**config.mk**
```make
export PLATFORM = sky130hd
export DESIGN_NAME = clk_div_ctrl
export DESIGN_NICKNAME = d
export VERILOG_FILES = /design/src/rtl/clk_div_pkg.sv /design/src/rtl/clk_div_core.sv /design/src/rtl/clk_div_ctrl.sv
export SDC_FILE = /design/constraint.sdc
export NUM_CORES = 1
export LEC_CHECK = 0
export CORE_MARGIN = 1
export CORE_UTILIZATION = 55
export DETAILED_ROUTE_END_ITERATION = 16
export PLACE_DENSITY = 0.79
export SYNTH_ARGS = -nofsm -noshare
export SYNTH_HDL_FRONTEND = slang
export SYNTH_SLANG_ARGS = --single-unit
export TNS_END_PERCENT = 5
```
**constraint.sdc**
```tcl
create_clock -name sys_clk -period 5.85 [get_ports sys_clk]
set_clock_uncertainty 0.2 [all_clocks]
set_input_delay 1.17 -clock sys_clk [delete_from_list [all_inputs] [get_ports sys_clk]]
set_output_delay 1.17 -clock sys_clk [all_outputs]
set_load 0.02 [all_outputs]
```
**src/rtl/clk_div_pkg.sv**
```systemverilog
// rtl/clk_div_pkg.sv - shared state encodings and limits for the clock divider
package clk_div_pkg;

    typedef enum logic [1:0] {
        ST_IDLE = 2'd0,
        ST_RUN  = 2'd1,
        ST_STOP = 2'd2
    } state_t;

    localparam int unsigned DIV_MIN = 2;

endpackage

```
**src/rtl/clk_div_core.sv**
```systemverilog
// rtl/clk_div_core.sv - period counter with registered tick and divided clock
module clk_div_core #(
    parameter int DIV_W = 8
) (
    input  logic             clk,
    input  logic             rst_n,
    input  logic             cnt_en,
    input  logic             cnt_clr,
    input  logic [DIV_W-1:0] div,
    output logic             boundary,
    output logic             clk_flag,
    output logic             clk_out
);

    logic [DIV_W-1:0] cnt_q, cnt_d;
    logic             clk_flag_q, clk_flag_d;
    logic             clk_out_q, clk_out_d;
    logic [DIV_W:0]   div_last;
    logic [DIV_W:0]   div_half;

    // cnt_en and div describe the coming cycle, so flag/out are registered from next-state values
    assign div_last = {1'b0, div} - 1'b1;
    assign div_half = ({1'b0, div} + 1'b1) >> 1;

    always_comb begin
        cnt_d = cnt_q + 1'b1;
        if (cnt_clr || !cnt_en || clk_flag_q) begin
            cnt_d = '0;
        end
        clk_flag_d = cnt_en && ({1'b0, cnt_d} == div_last);
        clk_out_d  = cnt_en && ({1'b0, cnt_d} <  div_half);
    end

    always_ff @(posedge clk or negedge rst_n) begin
        if (!rst_n) begin
            cnt_q      <= '0;
            clk_flag_q <= 1'b0;
            clk_out_q  <= 1'b0;
        end else begin
            cnt_q      <= cnt_d;
            clk_flag_q <= clk_flag_d;
            clk_out_q  <= clk_out_d;
        end
    end

    // The tick marks exactly the cnt == div-1 cycle, which is the period boundary
    assign boundary = clk_flag_q;
    assign clk_flag = clk_flag_q;
    assign clk_out  = clk_out_q;

endmodule

```
**src/rtl/clk_div_ctrl.sv**
```systemverilog
// rtl/clk_div_ctrl.sv - run/stop sequencing and boundary-aligned ratio updates
module clk_div_ctrl
    import clk_div_pkg::*;
#(
    parameter int DIV_W       = 8,
    parameter int DIV_DEFAULT = 5
) (
    input  logic             sys_clk,
    input  logic             sys_rst_n,
    input  logic             run_en,
    input  logic             cfg_valid,
    input  logic [DIV_W-1:0] cfg_div,
    output logic             cfg_ready,
    output logic             cfg_err,
    output logic             busy,
    output logic [DIV_W-1:0] cur_div,
    output logic             clk_flag,
    output logic             clk_out
);

    state_t           state_q, state_d;
    logic [DIV_W-1:0] cur_div_q, cur_div_d;
    logic [DIV_W-1:0] pend_div_q, pend_div_d;
    logic             pend_vld_q, pend_vld_d;
    logic             cfg_err_q, cfg_err_d;
    logic             busy_q, busy_d;
    logic             boundary;
    logic             accept;
    logic             ratio_ok;

    assign accept   = cfg_valid && !pend_vld_q;
    assign ratio_ok = cfg_div >= DIV_W'(DIV_MIN);

    always_ff @(posedge sys_clk or negedge sys_rst_n) begin
        if (!sys_rst_n) begin
            state_q <= ST_IDLE;
        end else begin
            state_q <= state_d;
        end
    end

    always_comb begin
        state_d = state_q;
        case (state_q)
            ST_IDLE: if (run_en) state_d = ST_RUN;
            ST_RUN:  if (!run_en) state_d = ST_STOP;
            ST_STOP: begin
                if (run_en) begin
                    state_d = ST_RUN;
                end else if (boundary) begin
                    state_d = ST_IDLE;
                end
            end
            default: state_d = ST_IDLE;
        endcase
    end

    always_comb begin
        cur_div_d  = cur_div_q;
        pend_div_d = pend_div_q;
        pend_vld_d = pend_vld_q;
        cfg_err_d  = accept && !ratio_ok;
        busy_d     = (state_d != ST_IDLE);
        if (state_q == ST_IDLE) begin
            if (accept && ratio_ok) begin
                cur_div_d = cfg_div;
            end
        end else begin
            // accept needs !pend_vld_q, so a same-edge accept always waits one more period
            if (boundary && pend_vld_q) begin
                cur_div_d  = pend_div_q;
                pend_vld_d = 1'b0;
            end
            if (accept && ratio_ok) begin
                pend_div_d = cfg_div;
                pend_vld_d = 1'b1;
            end
        end
    end

    always_ff @(posedge sys_clk or negedge sys_rst_n) begin
        if (!sys_rst_n) begin
            cur_div_q  <= DIV_W'(DIV_DEFAULT);
            pend_div_q <= '0;
            pend_vld_q <= 1'b0;
            cfg_err_q  <= 1'b0;
            busy_q     <= 1'b0;
        end else begin
            cur_div_q  <= cur_div_d;
            pend_div_q <= pend_div_d;
            pend_vld_q <= pend_vld_d;
            cfg_err_q  <= cfg_err_d;
            busy_q     <= busy_d;
        end
    end

    clk_div_core #(
        .DIV_W (DIV_W)
    ) u_core (
        .clk      (sys_clk),
        .rst_n    (sys_rst_n),
        .cnt_en   (state_d != ST_IDLE),
        .cnt_clr  (state_q == ST_IDLE),
        .div      (cur_div_d),
        .boundary (boundary),
        .clk_flag (clk_flag),
        .clk_out  (clk_out)
    );

    assign cfg_ready = !pend_vld_q;
    assign cfg_err   = cfg_err_q;
    assign busy      = busy_q;
    assign cur_div   = cur_div_q;

endmodule

```
==> run metrics <==
Commonest cells post-synth 29 x dfrtp_1, 17 x nor2_1, 12 x nand2_1; first-pass GRT wire length 6969 um; sw frac 0.4055; sequential area share after synthesis 0.4031; reg-to-reg startpoint state_q[0]; Num CTS Buffers 5; Root Buffer clkbuf_4; Yosys Warn Count 0; H-tree depth 2; post-route clock period utilization 0.8034; share of the synthesized area in the top cell type 0.3759; Resized Gates After CTS 0; #FFs+latches synth 31; global route overflow 0; Final Hold Fails 0; worst vdd ir 0.2533 mV; Starting Density 0.5786; initial antenna violation count 0; setup ws final 1150 ps; Crit Path Category input pin to flip-flop; Core Region 0.003337 mm^2; critical path endpoint u_core.clk_out; Placement Setup Slack 870.7 ps; Worst Tran Pin Value 738.2 ps; die height 61.25 um; MaxCap Viol Count 0; power share of the sequential group 0.349; Die Area 0.003751 mm^2; Final nets approximately 240; clk buf depth 2; Slew headroom 0.5061; Logic pwr share 0.521; Hold Buf Count CTS 0; Post-CTS Setup Repair Bufs 0; startpoint types input pin; layout cells sized above 1 0.1324; CP startpoint cfg_div[4]; Critical Path Slowest Stage Cell or4_4; Top cell by count, worst path a21o_1; Max Fanout on Critical Path 7; io pins 25; unrepaired setup endpoints after global routing no; Clk pwr share 0.130; clock sinks 31; multi-input combinational cell area 0.001077 mm^2; CTS tree built; Syn Inst Count about 190; fin. max-slew vios 0; worst skew pair latency 330 ps; Inserted Diodes 0; leading area contributor after synthesis dfrtp_1; Worst R2R Path Depth 11; worst path arrival time 4700 ps; Post-Syn Area 0.001931 mm^2; Filler cells 275; register-to-register path setup slack around 2200 ps; syn nets 215; fmax 212.8 MHz; gp weighted congestion between 0.8 and 0.9; ranking of synthesized cells by area dfrtp_1 38%, ha_1 6.5%, xnor2_1 5.0%; vias per cell 5.808; Tot GR Track Use 0.2629; run status complete, no violations; post-synth cell types 48; vias in the first global route about 1600; I/O Buffers 24; clock slew at reported path FFs 90 ps; Main synth FF type dfrtp_1; sequential cell area 778.2 um^2; number of remaining DRC errors 0; P_int 569.2 uW; die width 61.25 um; Area Growth Syn to Fin 16.59%; Post-synth ARST share 1.000; Avg WL per Cell 15.96 um; Tmin final 4700 ps; Psw between 300 and 400 uW; drt initial violations 95; Routed Wire Length between 4000 and 5000 um; count leader, synth dfrtp_1; total number of vias around 1500; Hold Crit Class flip-flop to flip-flop; post-route setup TNS 0 ps; Critical Path RT a little under 6000 ps; r2r endpoint u_core.clk_out; hpwl dp 3292 um; Post-Syn Area per Cell between 10 and 15 um^2; P_leak 0.9751 nW; worst stage delay on the critical path between 500 and 600 ps; # rows 21; largest net degree at the start of global routing 32; Power Density 425.4 mW/mm^2; final setup fails 0; Post-synth EDFFs 0; CP Cell Sequence clkdlybuf4s50_1 -> or4_4 -> o21a_1 -> o221ai_1 -> inv_1 -> nor2_1 -> nand2_1 -> xnor2_1 -> ha_1 -> a21o_1 -> a21o_1 -> a2111oi_0; CP endpoint kind flip-flop; DR pass1 iterations 4; Final ANT Viol Nets 0
layout by cell type, fill, tap and decap left out, types with 2 or more instances in the layout:
cell             synthesis  final
xnor2_1                 11     11
a31oi_1                  2      2
o21ai_0                  5      5
nand4_1                  2      2
nand2_1                 12     12
mux2_2                   8      8
nor3_1                   3      3
inv_1                    8      8
nor4b_1                  2      2
o21a_1                   3      3
or4_1                    2      2
a21o_1                   6      6
a21oi_1                  7      7
o21ai_1                  2      2
dfstp_2                  2      2
dfrtp_1                 29     29
or2_2                    2      2
nor2_1                  17     17
nand3_1                  9      9
ha_1                    10     10
a22oi_1                  4      4
and3_1                   3      3
xor2_1                  10     10
nand2b_1                 4      4
clkbuf_4                 0      5
o211ai_1                 4      4
clkdlybuf4s50_1          0     24
through the flow:
step                      power (mW)  utilization  hold WS (ps)  cell area (um^2)  instances
after global placement        0.8199       0.6577         290.4              2195        258
after CTS                     0.9631       0.6745         317.8              2251        265
final                         0.9574       0.6745         317.8              2251        265
after floorplan               0.6933            -         280.6              1931        193
after global routing           1.031       0.6745         330.1              2251        265
after detailed placement      0.8374       0.6577         296.0              2195        258
routing by layer:
layer,GRT usage,up-vias,routed length (um)
met5,0,-,0
met4,0.1461,0,120
met3,0.06092,11,202
met2,0.4503,39,2173
met1,0.3032,741,1732
li1,-,748,-
layout make-up:
type	instances	share of cell area
clock buffers	6	0.02279
clock inverters	1	0.002223
inverters	9	0.01501
multi-input cells	147	0.4786
flip-flops and latches	31	0.3457
well taps	46	0.02557
repair buffers	25	0.1101
logic make-up (layout without fill, tap and decap cells):
logic type      count (synthesis)  count (layout)  synth area share
xor+xnor                       21              21           0.09527
compound gates                 44              44            0.1666
simple gates                   64              64            0.1847
flops                          31              31            0.4031
fa+ha+maj                      10              10           0.06481
buf+inv                        15              41           0.03888
mux                             8               8           0.04666
power groups by stage:
stage / clock (mW) / sequential, mW / combinational [mW]
final: 0.124 / 0.334 / 0.499
after global routing: 0.137 / 0.342 / 0.552
after CTS: 0.129 / 0.334 / 0.500
after detailed placement: 0 / 0.339 / 0.499
after global placement: 0 / 0.334 / 0.486
after floorplan: 0 / 0.354 / 0.339
how the worst min path moves through the flow:
stage / from / end / slack (ps) / depth (start not counted)
after floorplan: pend_div_q[0] / pend_div_q[0] / 280 / 1
after global placement: pend_div_q[7] / pend_div_q[7] / 290 / 1
after detailed placement: pend_div_q[7] / pend_div_q[7] / 300 / 1
after CTS: pend_div_q[7] / pend_div_q[7] / 320 / 1
after global routing: pend_div_q[1] / pend_div_q[1] / 330 / 1
final: pend_div_q[1] / pend_div_q[1] / 320 / 1
registers in the layout, summed over array words and instances, names as in the netlist:
register	cells
cur_div	8
pend_div_q	8
u_core.cnt_q	8
state_q	2
busy	1
cfg_err	1
pend_vld_q	1
u_core.boundary	1
u_core.clk_out	1
critical path, delay by kind of cell:
family / cells / cell delay [ps]
AND/OR/NAND/NOR: 3 / 870
adder cells (fa/ha/maj): 1 / 320
buffers and inverters: 2 / 630
XOR/XNOR: 1 / 130
AO/OA/AOI/OAI: 5 / 1590
(Power assumes the default switching activity.)
